### src/rtl/interrupt_unit_if.sv
// Controller-side handshake between the multicycle controller and the interrupt unit:
// acknowledge/return strobes, mask writes, and the pending/service outputs.
interface interrupt_unit_if #(
    parameter int N_IRQ = 4
);
    logic             isInterrupted;
    logic             INA;
    logic [31:0]      PC;
    logic             RetI;
    logic             MaskWe;
    logic [N_IRQ-1:0] MaskIn;
    logic             INT;
    logic             NMI;
    logic             INTD;
    logic [31:0]      Vector;
    logic [31:0]      EPC;
    logic [2:0]       Cause;

    modport master (
        output isInterrupted, INA, PC, RetI, MaskWe, MaskIn,
        input  INT, NMI, INTD, Vector, EPC, Cause
    );

    modport slave (
        input  isInterrupted, INA, PC, RetI, MaskWe, MaskIn,
        output INT, NMI, INTD, Vector, EPC, Cause
    );
endinterface

### src/rtl/interrupt_unit.sv
// Interrupt front end: synchronises and edge-detects IRQ/NMI lines, keeps sticky pending
// state under a mask, and tracks service level with one level of NMI nesting.
module interrupt_unit #(
    parameter int          N_IRQ      = 4,
    parameter logic [31:0] INT_BASE   = 32'h0000_0080,
    parameter int          VEC_STRIDE = 8,
    parameter logic [31:0] NMI_VECTOR = 32'h0000_0040
) (
    input  logic             Clk,
    input  logic             Reset,
    input  logic [N_IRQ-1:0] irq_in,
    input  logic             nmi_in,
    interrupt_unit_if.slave  ctl
);
    typedef enum logic [1:0] {IDLE, SVC_INT, SVC_NMI} state_t;

    state_t           state_q, state_d, ret_q, ret_d;
    logic [N_IRQ:0]   s1_q, s2_q, s2d_q, rise;
    logic [N_IRQ-1:0] pend_q, pend_d, mask_q, mask_d, avail, clr;
    logic             nmi_pend_q, nmi_pend_d, nmi_clr;
    logic [31:0]      epc_q, epc_d, vec_q, vec_d, save_epc_q, save_epc_d;
    logic [2:0]       cause_q, cause_d, save_cause_q, save_cause_d, sel;
    logic             found;
    logic             int_q, int_d, nmi_q, nmi_d;

    // NMI rides in the top bit of the synchroniser so all lines share identical latency.
    assign rise  = s2_q & ~s2d_q;
    assign avail = pend_q & ~mask_q;

    always_comb begin
        found = 1'b0;
        sel   = '0;
        clr   = '0;
        for (int i = N_IRQ - 1; i >= 0; i--) begin
            if (avail[i]) begin
                found  = 1'b1;
                sel    = 3'(i);
                clr    = '0;
                clr[i] = 1'b1;
            end
        end
    end

    always_comb begin
        state_d      = state_q;
        ret_d        = ret_q;
        epc_d        = epc_q;
        vec_d        = vec_q;
        cause_d      = cause_q;
        save_epc_d   = save_epc_q;
        save_cause_d = save_cause_q;
        nmi_clr      = 1'b0;
        pend_d       = pend_q | rise[N_IRQ-1:0];

        if (ctl.isInterrupted) begin
            if (ctl.INA) begin
                if (state_q == IDLE && found) begin
                    // A fresh edge on the bit being serviced re-arms it.
                    pend_d  = (pend_q & ~clr) | rise[N_IRQ-1:0];
                    epc_d   = ctl.PC;
                    vec_d   = INT_BASE + 32'(sel) * 32'(VEC_STRIDE);
                    cause_d = sel;
                    state_d = SVC_INT;
                end
            end else if (state_q != SVC_NMI) begin
                nmi_clr      = 1'b1;
                epc_d        = ctl.PC;
                vec_d        = NMI_VECTOR;
                ret_d        = state_q;
                save_epc_d   = epc_q;
                save_cause_d = cause_q;
                state_d      = SVC_NMI;
            end
        end else if (ctl.RetI) begin
            if (state_q == SVC_INT) begin
                state_d = IDLE;
            end else if (state_q == SVC_NMI) begin
                state_d = ret_q;
                epc_d   = save_epc_q;
                cause_d = save_cause_q;
            end
        end

        nmi_pend_d = (nmi_pend_q & ~nmi_clr) | rise[N_IRQ];
        mask_d     = ctl.MaskWe ? ctl.MaskIn : mask_q;
        // INT sees the mask currently in force; a new mask shows up one cycle after it loads.
        int_d      = (|(pend_d & ~mask_q)) && (state_d == IDLE);
        nmi_d      = nmi_pend_d && (state_d != SVC_NMI);
    end

    always_ff @(posedge Clk or posedge Reset) begin
        if (Reset) begin
            s1_q         <= '0;
            s2_q         <= '0;
            s2d_q        <= '0;
            state_q      <= IDLE;
            ret_q        <= IDLE;
            pend_q       <= '0;
            nmi_pend_q   <= 1'b0;
            mask_q       <= '1;
            epc_q        <= '0;
            vec_q        <= '0;
            cause_q      <= '0;
            save_epc_q   <= '0;
            save_cause_q <= '0;
            int_q        <= 1'b0;
            nmi_q        <= 1'b0;
        end else begin
            s1_q         <= {nmi_in, irq_in};
            s2_q         <= s1_q;
            s2d_q        <= s2_q;
            state_q      <= state_d;
            ret_q        <= ret_d;
            pend_q       <= pend_d;
            nmi_pend_q   <= nmi_pend_d;
            mask_q       <= mask_d;
            epc_q        <= epc_d;
            vec_q        <= vec_d;
            cause_q      <= cause_d;
            save_epc_q   <= save_epc_d;
            save_cause_q <= save_cause_d;
            int_q        <= int_d;
            nmi_q        <= nmi_d;
        end
    end

    assign ctl.INT    = int_q;
    assign ctl.NMI    = nmi_q;
    assign ctl.INTD   = (state_q != IDLE);
    assign ctl.Vector = vec_q;
    assign ctl.EPC    = epc_q;
    assign ctl.Cause  = cause_q;
endmodule
### src/flat_wrapper.sv
// flat-port wrapper written by rule: the top's interface ports become plain ports
module interrupt_unit_flat 
#(
    parameter int          N_IRQ      = 4,
    parameter logic [31:0] INT_BASE   = 32'h0000_0080,
    parameter int          VEC_STRIDE = 8,
    parameter logic [31:0] NMI_VECTOR = 32'h0000_0040
)
  (Clk, Reset, irq_in, nmi_in, ctl_isInterrupted, ctl_INA, ctl_PC, ctl_RetI, ctl_MaskWe, ctl_MaskIn, ctl_INT, ctl_NMI, ctl_INTD, ctl_Vector, ctl_EPC, ctl_Cause);
  interrupt_unit_if #(.N_IRQ(N_IRQ)) ctl_i ();
  input  logic Clk;
  input  logic Reset;
  input  logic [N_IRQ-1:0] irq_in;
  input  logic nmi_in;
  input wire logic [$bits(ctl_i.isInterrupted)-1:0] ctl_isInterrupted;
  input wire logic [$bits(ctl_i.INA)-1:0] ctl_INA;
  input wire logic [$bits(ctl_i.PC)-1:0] ctl_PC;
  input wire logic [$bits(ctl_i.RetI)-1:0] ctl_RetI;
  input wire logic [$bits(ctl_i.MaskWe)-1:0] ctl_MaskWe;
  input wire logic [$bits(ctl_i.MaskIn)-1:0] ctl_MaskIn;
  output wire logic [$bits(ctl_i.INT)-1:0] ctl_INT;
  output wire logic [$bits(ctl_i.NMI)-1:0] ctl_NMI;
  output wire logic [$bits(ctl_i.INTD)-1:0] ctl_INTD;
  output wire logic [$bits(ctl_i.Vector)-1:0] ctl_Vector;
  output wire logic [$bits(ctl_i.EPC)-1:0] ctl_EPC;
  output wire logic [$bits(ctl_i.Cause)-1:0] ctl_Cause;
  assign ctl_i.isInterrupted = ctl_isInterrupted;
  assign ctl_i.INA = ctl_INA;
  assign ctl_i.PC = ctl_PC;
  assign ctl_i.RetI = ctl_RetI;
  assign ctl_i.MaskWe = ctl_MaskWe;
  assign ctl_i.MaskIn = ctl_MaskIn;
  assign ctl_INT = ctl_i.INT;
  assign ctl_NMI = ctl_i.NMI;
  assign ctl_INTD = ctl_i.INTD;
  assign ctl_Vector = ctl_i.Vector;
  assign ctl_EPC = ctl_i.EPC;
  assign ctl_Cause = ctl_i.Cause;
  interrupt_unit #(.N_IRQ(N_IRQ), .INT_BASE(INT_BASE), .VEC_STRIDE(VEC_STRIDE), .NMI_VECTOR(NMI_VECTOR)) u_core (.Clk(Clk), .Reset(Reset), .irq_in(irq_in), .nmi_in(nmi_in), .ctl(ctl_i));
endmodule
### config.mk
export PLATFORM = sky130hd
export DESIGN_NAME = interrupt_unit_flat
export DESIGN_NICKNAME = d
export VERILOG_FILES = /design/src/rtl/interrupt_unit_if.sv /design/src/rtl/interrupt_unit.sv /design/src/flat_wrapper.sv
export SDC_FILE = /design/constraint.sdc
export NUM_CORES = 1
export LEC_CHECK = 0
export BUFFER_PORTS_ARGS = -buffer_cell sky130_fd_sc_hd__buf_2
export CELL_PAD_IN_SITES_DETAIL_PLACEMENT = 1
export CELL_PAD_IN_SITES_GLOBAL_PLACEMENT = 2
export CORE_UTILIZATION = 35
export CTS_BUF_LIST = sky130_fd_sc_hd__clkbuf_8 sky130_fd_sc_hd__clkbuf_16
export DETAILED_ROUTE_END_ITERATION = 7
export GPL_TIMING_DRIVEN = 0
export HOLD_SLACK_MARGIN = 0.05
export PLACE_DENSITY = 0.79
export SYNTH_ARGS = -nofsm -noshare
export SYNTH_HDL_FRONTEND = slang
export SYNTH_SLANG_ARGS = --single-unit
### constraint.sdc
create_clock -name Clk -period 4.7 [get_ports Clk]
set_input_delay 0.94 -clock Clk [delete_from_list [all_inputs] [get_ports Clk]]
set_output_delay 0.94 -clock Clk [all_outputs]
set_load 0.1 [all_outputs]
# Word-level counts from Yosys, hierarchy flattened
# Index checks and enable logic that the tools add are counted.
word_totals:
  ff_bits: 132
  inputBits: 47
  out_inout_bits: 70
  wordCells: 94
op_classes:
  add_sub_neg: 1
  n_eq_ne: 10
  muxes: 41
  bitwise_logic: 13
  n_reduce_logical: 14
op_table:
  columns: ["op", "n"]
  rows:
  - ["$mux 32", 10]
  - ["$mux 4", 7]
  - ["$mux 2", 11]
  - ["$mux 3", 6]
  - ["$and 4x4->4", 3]
  - ["$reduce_and 5->1", 2]
  - ["$add 8x5->9 const A", 1]
  - ["$not 4->4", 2]
  - ["$or 4x4->4", 2]
  - ["$reduce_bool 2->1", 4]
  - ["$mux 1", 7]
  - ["$ne 2x1->1 const B", 3]
  - ["$ne 2x2->1 const B", 3]
  - ["$reduce_and 3->1", 2]
  - ["$and 5x5->5", 1]
  - ["$not 5->5", 1]
  - ["$logic_not 2->1", 2]
  - ["$reduce_or 4->1", 1]
  - ["$logic_and 1x1->1", 3]
  - ["$ne 3x1->1 const B", 1]
  - ["$ne 3x2->1 const B", 1]
  - ["$eq 2x1->1 const B", 1]
  - ["$eq 2x2->1 const B", 1]
  - ["$not 1->1", 2]
  - ["other kinds (2)", 2]

# Logic depth before layout (Yosys ltp)
# Gate-level depths: netlist of run 1.
depth:
  depth_word: 15
  mapped_depth: 7
  depth_no_buf: 4

# Least setup slack after synthesis of run 1
# No wires, ideal clock.
synth_path:
  path_type: "input -> register"
  startpoint: "in ctl_isInterrupted"
  endpoint: "reg u_core.epc_q[0] (netlist: u_core.ctl.EPC[0])"
  setup_ns: 0.126
  arrival_ns: 2.091
  t_required_ns: 4.574
  setup_slack_ns: 2.483
  path_stages: 6
  n_path_buf: 2
  path_cell_list: "buf_2 > nand2b_1 > o21ai_0 > o22a_4 > buf_12 > mux2_4"
synth_via:
  elab_chain_len: 2
  elab_cells_between_ends: 7
  cone_classes: "eq/ne (3); mux (1); reduce/logical (3)"
synth_rtl:
  columns: ["item", "line", "source"]
  rows:
  - ["start, declared", "flat_wrapper.sv:15", "input wire logic [$bits(ctl_i.isInterrupted)-1:0] ctl_isInterrupted;"]
  - ["$ne 3x2->1 (no line), or another cell as far along", null, null]
  - ["$reduce_and 5->1 (no line)", null, null]
  - ["end signal, assigned", "interrupt_unit.sv:117", "epc_q <= epc_d;"]
  - ["end, declared", "interrupt_unit.sv:21", "logic [31:0] epc_q, epc_d, vec_q, vec_d, save_epc_q, save_epc_d;"]
# Several ways; a longest one is shown, not always the timed one.
# A chain may end at the register's enable or synchronous reset.

# Worst setup path in the final report of run 1
layout_path:
  startpoint: "reg u_core.state_q[0]"
  endpoint: "out ctl_INTD"
layout_via:
  elab_chain_len: 1
layout_rtl:
  columns: ["item", "line", "source"]
  rows:
  - ["start, declared", "interrupt_unit.sv:17", "state_t state_q, state_d, ret_q, ret_d;"]
  - ["start signal, assigned", "interrupt_unit.sv:112", "state_q <= state_d;"]
  - ["$reduce_bool 2->1", "interrupt_unit.sv:129", "assign ctl.INTD = (state_q != IDLE);"]
  - ["end, declared", "flat_wrapper.sv:23", "output wire logic [$bits(ctl_i.INTD)-1:0] ctl_INTD;"]
# Every way passes these cells.

==> results of run 1 <==
routing by layer:
metal  global-route usage  wire (µm)
met1                0.193       4420
met2                0.251       4890
met3               0.0546        547
met4               0.0380         65
met5                    0          0
how the worst min path moves through the flow:
stage / startpoint / to / depth (start not counted) / slack [ns]
6_report: u_core.s1_q[2]$_DFF_PP0_ / u_core.s2_q[2]$_DFF_PP0_ / 0 / 0.35
5_1_grt: u_core.s1_q[2]$_DFF_PP0_ / u_core.s2_q[2]$_DFF_PP0_ / 0 / 0.37
4_1_cts: u_core.s1_q[2]$_DFF_PP0_ / u_core.s2_q[2]$_DFF_PP0_ / 0 / 0.36
3_5_place_dp: u_core.s1_q[2]$_DFF_PP0_ / u_core.s2_q[2]$_DFF_PP0_ / 0 / 0.34
3_3_place_gp: u_core.s1_q[4]$_DFF_PP0_ / u_core.s2_q[4]$_DFF_PP0_ / 0 / 0.34
2_1_floorplan: u_core.s1_q[0]$_DFF_PP0_ / u_core.s2_q[0]$_DFF_PP0_ / 0 / 0.33
final cells by class:
class                      instances  area share
buffer                            42      0.0560
clock buffer                      11      0.0428
clock inverter                     5      0.0136
inverter                          10     0.00679
multi-input combinational        207       0.323
sequential                       104       0.442
tap                              176      0.0373
timing repair buffer              88      0.0785
placed cells by master, fill, tap and decap left out, drive strengths merged, types with 2 or more instances in the layout:
| master | count |
|---|---|
| a41oi | 2 |
| inv | 11 |
| nor2 | 3 |
| clkbuf | 13 |
| a31oi | 2 |
| or2b | 3 |
| a21o | 2 |
| buf | 128 |
| a22o | 2 |
| mux2i | 2 |
| nand2b | 9 |
| dfrtp | 100 |
| o21ai | 11 |
| a21oi | 4 |
| mux2 | 103 |
| nand2 | 12 |
| bufinv | 2 |
| nand3 | 3 |
| nor2b | 4 |
| conb | 28 |
| dfstp | 4 |
sequential cells by signal (all words and copies together) (netlist names), 4 cells and up:
register           flops
u_core.ctl.EPC        32
u_core.save_epc_q     32
u_core.s1_q            5
u_core.s2_q            5
u_core.s2d_q           5
u_core.ctl.Vector      4
u_core.mask_q          4
u_core.pend_q          4
kinds of logic after synthesis:
logic type | Yosys count
other | 1
DFF | 104
muxes | 105
and+or+nand+nor | 40
AOI/OAI and AO/OA | 34
buffers and inverters | 52
metrics by stage:
step	setup TNS, ns	area (µm²)
after CTS	0	5900
final	0	5900
after global routing	0	5900
after global placement	-15.01	5540
after floorplan	0	4880
after detailed placement	0	5570
critical path, cell delays in order, from the launching register on:
cell and delay [ns]:
dfrtp_1 0.37, buf_2 0.18, or2_2 0.32, buf_2 0.30
==> summary.txt, run 1 <==
Setup path
  – Critical Path Sink Type: primary output
  – R2r startpoint: u_core.mask_q[0]$_DFFE_PP1P_
  – Critical-path maximum fanout: 10
  – Required @ worst endpoint: 3.76 ns
  – Reg-to-reg setup timing slack: 2.79 ns
  – Reg2reg path depth: 5
  – Critical path class: flip-flop to primary output
  – Worst path arrival time: 1.52 ns
  – Critical path launch point: u_core.state_q[0]$_DFF_PP0_
  – CP Capture Point: ctl_INTD
  – Reg2reg end: u_core.ctl.INT$_DFF_PP0_
  – Crit path launch type: flip-flop

Synth
  – Commonest register cell after synthesis: dfrtp_1
  – Leading area contributor after synthesis: dfrtp_1
  – Simple-gate share of the synthesized area: 0.0502
  – Synthesized instance count: 336
  – Top-count cell post-synth: dfrtp_1
  – Register area share after synthesis: 0.545
  – Adder-Cell Fraction of Synth Area: 0
  – Post-Synth XOR/XNOR Area: 0
  – Mux contribution to synthesized area: 0.270
  – Synth area leaders: dfrtp_1 (52%), mux2_2 (17%), mux2_4 (9.4%)
  – Mean post-synth cell area: 14.2 µm²
  – Async S/R FF share, synth: 1.00
  – Synth cell types: 45
  – Main combinational cell family by area after synthesis: multiplexers
  – Synthesized area: 0.00478 mm²
  – Seq cells post-synth: 104
  – Synth top cells by count: dfrtp_1 (100), mux2_2 (72), buf_4 (31)
  – Synth Area in Compound Gates: 0.0563
  – Synth top area share: 0.523
  – Synth warnings: 0
  – EDFF count, synth: 0

Timing
  – Final hold vios: 0
  – Skew final: 0.0119 ns
  – Final worst-path setup slack: 2.24 ns
  – F_max: 0.407 GHz
  – Final Setup Violations: 0
  – Max Transition Viols Final: 0
  – Worst Max-Slew Pin Slew: 0.676 ns
  – Tcrit/Tclk final: 0.523
  – Crit path time final: 2.46 ns
  – Worst hold slack: 0.353 ns
  – RSZ-0062 raised after global routing: false
  – Slew HR: 0.550

Route
  – Vias: 2930
  – Drt via density: 4.56
  – Antenna-violating nets left: 0
  – Wire per inst: 15.4 µm
  – Drt initial violations: 96
  – DR pass1 iterations: 4
  – Routed wire length: 9920 µm
  – Final routed DRC violation total: 0

GRT
  – Vias in the first global route: 3200
  – Initial antenna violation count: 0
  – Global route total overflow: 0
  – Global-route wire length before repair: 16600 µm
  – Largest net degree at the start of global routing: 54
  – Gr usage total: 0.153

Clock tree
  – CTS root buf: clkbuf_16
  – CTS buffer count: 9
  – Post-CTS Setup Repair Bufs: 0
  – Worst-path clk slew: 0.07 ns
  – Post-cts resize count: 0
  – Maximum root-to-sink buffer count: 2
  – Cts hold-fix bufs: 0
  – Clock Latency Late Sink: 0.34 ns
  – # H-tree levels: 3
  – CTS tree: done
  – # clock sinks: 104

Layout
  – Layout Nets: 509
  – Synthesis-to-layout area growth: 23.4%
  – Final non-filler cell total: 643
  – Final Util: 0.444
  – Multi-input logic area: 0.00191 mm²
  – Fill count: 1421
  – Register Area: 0.00261 mm²
  – Antenna Cells: 0
  – Share of cells above drive strength 1: 0.559

Place
  – Dpl cells: 627
  – Placer congestion estimate: 0.737
  – Setup WS pre-CTS: 2.15 ns
  – I/O Buffers: 87
  – DP Wirelength: 7140 µm

Floorplanning
  – Die Y: 119 µm
  – Core area: 0.0133 mm²
  – Initial Util: 0.360
  – IO Count: 117
  – Row count: 42
  – Die footprint: 0.0141 mm²
  – Die Wd: 119 µm

Outcome
  – Outcome: complete, no violations

Min path
  – Hold crit path type: flip-flop to flip-flop

Run
  – Max-cap violations: 0
Power of run 1 is not shown: default switching activity piles up to over one toggle a cycle in this logic, so the estimate is an artifact.
==> run 2, diff against run 1 <==
--- a/config.mk
+++ b/config.mk
@@ -8,7 +8,7 @@
 export BUFFER_PORTS_ARGS = -buffer_cell sky130_fd_sc_hd__buf_2
 export CELL_PAD_IN_SITES_DETAIL_PLACEMENT = 1
 export CELL_PAD_IN_SITES_GLOBAL_PLACEMENT = 2
-export CORE_UTILIZATION = 35
+export CORE_UTILIZATION = 33
 export CTS_BUF_LIST = sky130_fd_sc_hd__clkbuf_8 sky130_fd_sc_hd__clkbuf_16
 export DETAILED_ROUTE_END_ITERATION = 7
 export GPL_TIMING_DRIVEN = 0
==> constraint.sdc (replaced) <==
create_clock -name Clk -period 2.2 [get_ports Clk]
set_input_delay 0.44 -clock Clk [delete_from_list [all_inputs] [get_ports Clk]]
set_output_delay 0.44 -clock Clk [all_outputs]
set_load 0.1 [all_outputs]
==> run 2 against run 1 <==
Global-route usage decreased by 1.1 points. Flip-flop and latch count unchanged. Critical path depth did not move. Die area is 6.0% higher. Critical path type unchanged. Highest routed layer unchanged.
==> summary.txt, run 2 (synthesis gave the netlist of run 1 again) <==
Timing
  – Final Setup Violations: 0 (unchanged)
  – Max Transition Viols Final: 0 (unchanged)
  – RSZ-0062 raised after global routing: false
  – Worst Max-Slew Pin Slew: 0.762 ns (+0.0867 ns)
  – Final hold vios: 0 (unchanged)
  – Crit path time final: 1.97 ns
  – Tcrit/Tclk final: 0.894
  – Skew final: 0.00669 ns (-0.00524 ns)
  – F_max: 0.508 GHz
  – Setup TNS: 0 ns (unchanged)
  – Worst hold slack: 0.196 ns (-0.157 ns)
  – Slew HR: 0.491 (-0.0588)

Layout
  – Antenna Cells: 0 (unchanged)
  – Layout Nets: 510 (+0.20%)
  – Synthesis-to-layout area growth: 23.1%
  – Commonest non-fill, non-tap cell in the layout: dfrtp_1
  – Share of cells above drive strength 1: 0.562 (+0.00308)
  – Final Util: 0.421 (-0.0232)
  – Commonest cells after routing, fill and taps aside: dfrtp_1 (100), buf_2 (93), mux2_2 (72), buf_4 (31), mux2_4 (30)
  – Design area: 0.00588 mm² (-0.30%)

Min path
  – Hold crit path type: input pin to flip-flop
  – HP Start: irq_in[0]
  – Hold Crit Depth: 1 (+1)
  – Hold Path End: u_core.s1_q[0]$_DFF_PP0_

Clock tree
  – Post-CTS Setup Repair Bufs: 0 (unchanged)
  – # H-tree levels: 3 (unchanged)
  – Clock Latency Late Sink: 0.35 ns (about the same)
  – # clock sinks: 104 (unchanged)
  – CTS tree: done
  – CTS buffer count: 9 (unchanged)
  – Maximum root-to-sink buffer count: 2 (unchanged)
  – Cts hold-fix bufs: 0 (unchanged)
  – Worst-path clk slew: 0.07 ns (about the same)
  – CTS root buf: clkbuf_16
  – Post-cts resize count: 0 (unchanged)

Setup path
  – Critical path class: flip-flop to primary output
  – Reg2reg end: u_core.ctl.EPC[8]$_DFFE_PP0P_
  – R2r startpoint: u_core.mask_q[3]$_DFFE_PP1P_
  – Reg-to-reg setup timing slack: 0.36 ns (-2.43 ns)
  – Worst path arrival time: 1.53 ns (about the same)
  – Critical-path maximum fanout: 10 (unchanged)
  – Reg2reg path depth: 5 (unchanged)
  – Crit path launch type: flip-flop
  – Critical Path Sink Type: primary output
  – Required @ worst endpoint: 1.76 ns (-2.00 ns)

Route
  – Wire per inst: 15.2 µm (-1.4%)
  – Wl on met1: 4200 µm (-4.9%)
  – Final routed DRC violation total: 0 (unchanged)
  – Routed wl met3: 554 µm (+1.3%)
  – DR WL met2: 4980 µm (+1.9%)
  – Drt via density: 4.54 (-0.43%)
  – DR pass1 iterations: 4 (unchanged)
  – Routed wire length: 9860 µm (-0.66%)
  – Drt initial violations: 98 (+2.1%)
  – Highest metal used: met4
  – Antenna-violating nets left: 0 (unchanged)
  – Vias: 2940 (+0.34%)

Floorplanning
  – Die footprint: 0.0150 mm² (+6.0%)
  – Die Wd: 122 µm (+2.9%)
  – Die Y: 122 µm (+2.9%)
  – IO Count: 117 (unchanged)
  – Row count: 43 (+2.4%)
  – Initial Util: 0.342 (-0.0178)
  – Core area: 0.0140 mm² (+5.2%)

Place
  – Placer congestion estimate: 0.712 (-3.3%)
  – I/O Buffers: 87 (unchanged)
  – Placed standard-cell area: 0.00559 mm² (+0.34%)
  – DP Wirelength: 7220 µm (+1.1%)

GRT
  – Vias in the first global route: 3122 (-2.4%)
  – Gr usage total: 0.143 (-0.0106)
  – Largest net degree at the start of global routing: 38 (-30%)
  – Initial antenna violation count: 0 (unchanged)
  – Global-route wire length before repair: 16200 µm (-2.8%)
  – Global route total overflow: 0 (unchanged)

Run
  – Max-cap violations: 0 (unchanged)

Outcome
  – Outcome: complete, no violations
-- run 2: cell types whose count changed in the layout (fill, tap and decap cells not counted), sizes merged --
cell | previous run | this run
clkinvlp | 1 | 4
clkbuf | 13 | 11
inv | 11 | 10
buf | 128 | 129
bufinv | 2 | 1
clkinv | 1 | 2
-- run 2: worst max-delay path by stage --
stage | startpoint | endpoint | slack (ns)
6_report | u_core.state_q[0]$_DFF_PP0_ | ctl_INTD | 0.23
5_1_grt | u_core.state_q[0]$_DFF_PP0_ | ctl_INTD | 0.17
4_1_cts | u_core.state_q[0]$_DFF_PP0_ | ctl_INTD | 0.20
3_5_place_dp | ctl_isInterrupted | u_core.ctl.EPC[10]$_DFFE_PP0P_ | 0.13
3_3_place_gp | Reset | u_core.ctl.EPC[11]$_DFFE_PP0P_ | -0.17
2_1_floorplan | ctl_isInterrupted | u_core.ctl.EPC[0]$_DFFE_PP0P_ | 0.48
-- run 2: worst max-delay path, stage by stage (launching register included) --
cell and delay, ns:
dfrtp_1 0.37, buf_2 0.19, or2_2 0.32, buf_2 0.30
-- run 2: stage by stage --
step	worst slack (ns)	instances
5_1_grt	0.173	648
3_5_place_dp	0.132	632
4_1_cts	0.204	648
3_3_place_gp	-0.170	630
2_1_floorplan	0.483	363
6_report	0.233	648
-- run 2: layout make-up --
type,count,area (µm²)
multi-input combinational,207,1910
sequential,104,2610
clock buffer,9,225
inverter,10,41.3
buffer,42,330
clock inverter,7,71.3
timing repair buffer,89,475
fill,1506,8110
tap,180,225
-- run 2: layer usage --
metal	vias to the layer above	GRT usage
li1	1369	-
met1	1489	0.177
met2	75	0.237
met3	7	0.0469
met4	0	0.0389
met5	-	0
Power of run 2 is left out for the same reason.
==> run 3, diff against run 2 <==
--- a/config.mk
+++ b/config.mk
@@ -5,15 +5,16 @@
 export SDC_FILE = /design/constraint.sdc
 export NUM_CORES = 1
 export LEC_CHECK = 0
-export BUFFER_PORTS_ARGS = -buffer_cell sky130_fd_sc_hd__buf_2
 export CELL_PAD_IN_SITES_DETAIL_PLACEMENT = 1
 export CELL_PAD_IN_SITES_GLOBAL_PLACEMENT = 2
-export CORE_UTILIZATION = 33
+export CORE_UTILIZATION = 35
 export CTS_BUF_LIST = sky130_fd_sc_hd__clkbuf_8 sky130_fd_sc_hd__clkbuf_16
 export DETAILED_ROUTE_END_ITERATION = 7
+export DONT_BUFFER_PORTS = 1
 export GPL_TIMING_DRIVEN = 0
 export HOLD_SLACK_MARGIN = 0.05
-export PLACE_DENSITY = 0.79
+export PLACE_DENSITY = 0.71
+export SLEW_MARGIN = 30
 export SYNTH_ARGS = -nofsm -noshare
 export SYNTH_HDL_FRONTEND = slang
 export SYNTH_SLANG_ARGS = --single-unit
==> run 3 against run 2 <==
Global-route usage up 0.86 points. Maximum frequency down 0.26%. First-iteration DRC count down 16%. Final cell count down 14%. Clock-buffer cell count up 3. Worst setup slack worse by 0.0051 ns. Non-clock buffer count down 85. Critical endpoint is now u_core.ctl.NMI$_DFF_PP0_. Largest cell class unchanged. Highest routed layer unchanged.
==> summary.txt, run 3 (synthesis gave the netlist of run 1 again) <==
Timing
  – Setup TNS: 0 ns (unchanged)
  – Slew HR: 0.365 (-0.126)
  – RSZ-0062 raised after global routing: false
  – Max Transition Viols Final: 0 (unchanged)
  – Skew final: 0.0109 ns (+0.00419 ns)
  – Crit path time final: 1.97 ns (+0.00509 ns)
  – Worst hold slack: 0.106 ns (-0.0896 ns)
  – Tcrit/Tclk final: 0.896 (+0.00231)
  – Worst Max-Slew Pin Slew: 0.952 ns (+0.190 ns)
  – Final Setup Violations: 0 (unchanged)
  – F_max: 0.507 GHz (-0.26%)
  – Final hold vios: 0 (unchanged)

GRT
  – Global-route wire length before repair: 16200 µm (+0.13%)
  – Vias in the first global route: 2900 (-7.1%)
  – Global route total overflow: 0 (unchanged)
  – Largest net degree at the start of global routing: 31 (-18%)
  – Gr usage total: 0.151 (+0.00861)
  – Initial antenna violation count: 0 (unchanged)

Layout
  – Commonest cells after routing, fill and taps aside: dfrtp_1 (100), mux2_2 (72), buf_4 (31), mux2_4 (30), conb_1 (28)
  – Share of cells above drive strength 1: 0.461 (-0.101)
  – Antenna Cells: 0 (unchanged)
  – Design area: 0.00548 mm² (-6.8%)
  – Synthesis-to-layout area growth: 14.7%
  – Final Util: 0.412 (-0.00819)
  – Layout Nets: 425 (-17%)
  – Commonest non-fill, non-tap cell in the layout: dfrtp_1

Setup path
  – Worst path arrival time: 2.16 ns (+0.63 ns)
  – Critical path class: flip-flop to flip-flop
  – Critical Path Sink Type: flip-flop
  – Worst path max stage delay: 0.56 ns (+0.19 ns)
  – CP bufs+invs: 0 (-2)
  – Required @ worst endpoint: 2.38 ns (+0.62 ns)
  – Crit path launch type: flip-flop
  – Reg-to-reg setup timing slack: 0.23 ns (-0.13 ns)
  – Critical-path maximum fanout: 4 (-6)
  – CP delay by family, top: compound AO/OA/AOI/OAI gates
  – Slowest cell on crit path: dfstp_2
  – CP Cell Sequence: or2b_1 > a41oi_2 > a311oi_1 > a22oi_1

Floorplanning
  – Die Y: 119 µm (-2.9%)
  – Initial Util: 0.360 (+0.0178)
  – Die footprint: 0.0141 mm² (-5.6%)
  – Core area: 0.0133 mm² (-5.0%)
  – Row count: 42 (-2.3%)
  – Die Wd: 119 µm (-2.9%)
  – IO Count: 117 (unchanged)

Route
  – Wire per inst: 17.3 µm (+14%)
  – DR pass1 iterations: 4 (unchanged)
  – Routed wire length: 9660 µm (-2.0%)
  – Vias: 2646 (-10%)
  – Drt via density: 4.74 (+4.5%)
  – Antenna-violating nets left: 0 (unchanged)
  – Final routed DRC violation total: 0 (unchanged)
  – Drt initial violations: 82 (-16%)

Clock tree
  – # H-tree levels: 3 (unchanged)
  – # clock sinks: 104 (unchanged)
  – Post-cts resize count: 0 (unchanged)
  – Worst-path clk slew: 0.07 ns (about the same)
  – CTS tree: done
  – Cts hold-fix bufs: 1 (+1)
  – CTS buffer count: 9 (unchanged)
  – Maximum root-to-sink buffer count: 2 (unchanged)
  – Clock Latency Late Sink: 0.36 ns (about the same)
  – Post-CTS Setup Repair Bufs: 0 (unchanged)
  – CTS root buf: clkbuf_16

Place
  – Placed standard-cell area: 0.00517 mm² (-7.5%)
  – Placer congestion estimate: 0.762 (+7.0%)
  – DP Wirelength: 6910 µm (-4.2%)
  – I/O Buffers: 0 (-100%)

Outcome
  – Outcome: complete, no violations

Min path
  – Hold crit path type: input pin to flip-flop

Run
  – Max-cap violations: 0 (unchanged)
==> run 3: changes by cell type in the layout (fill, tap and decap cells not counted) <==
cell | previous run | this run
clkbuf_8 | 0 | 3
dlygate4sd3_1 | 0 | 1
buf_12 | 5 | 6
inv_6 | 1 | 0
buf_2 | 93 | 6
clkinvlp_4 | 4 | 1
==> run 3: final timing paths <==
kind | start | end | depth (start not counted)
setup reg to reg | u_core.mask_q[3]$_DFFE_PP1P_ | u_core.ctl.NMI$_DFF_PP0_ | 4
setup / recovery | u_core.mask_q[3]$_DFFE_PP1P_ | u_core.ctl.NMI$_DFF_PP0_ | 4
min in group asynchronous | Reset | u_core.s1_q[2]$_DFF_PP0_ | 2
max in group asynchronous | Reset | u_core.mask_q[3]$_DFFE_PP1P_ | 3
hold reg to reg | u_core.s1_q[4]$_DFF_PP0_ | u_core.s2_q[4]$_DFF_PP0_ | 0
hold / removal | irq_in[0] | u_core.s1_q[0]$_DFF_PP0_ | 0
==> run 3: cell type report <==
cell class	instances	area, µm²
tap	176	220
inverter	10	41.3
buffer	42	330
sequential	104	2610
multi-input combinational	207	1910
clock buffer	12	267
clock inverter	3	40.0
fill	1383	7810
timing repair buffer	4	70.1
==> run 3: routing by layer <==
layer / part of all wire / track usage
met1: 0.42 / 0.181
met2: 0.50 / 0.246
met3: 0.068 / 0.0680
met4: 0.0066 / 0.0427
met5: 0 / 0
==> run 3: worst register-to-register path, delay by kind of cell, from the launching register on <==
kind / cells / cell delay [ns]
simple gates: 1 / 0.23
flops: 1 / 0.56
compound gates: 3 / 1.02
==> run 3: stage by stage <==
step | instances | setup WS, ns
final | 558 | 0.228
after global placement | 539 | -0.0532
after global routing | 558 | 0.0820
after detailed placement | 542 | 0.143
after CTS | 558 | 0.189
after floorplan | 363 | 0.483
Power of run 3 is left out for the same reason.
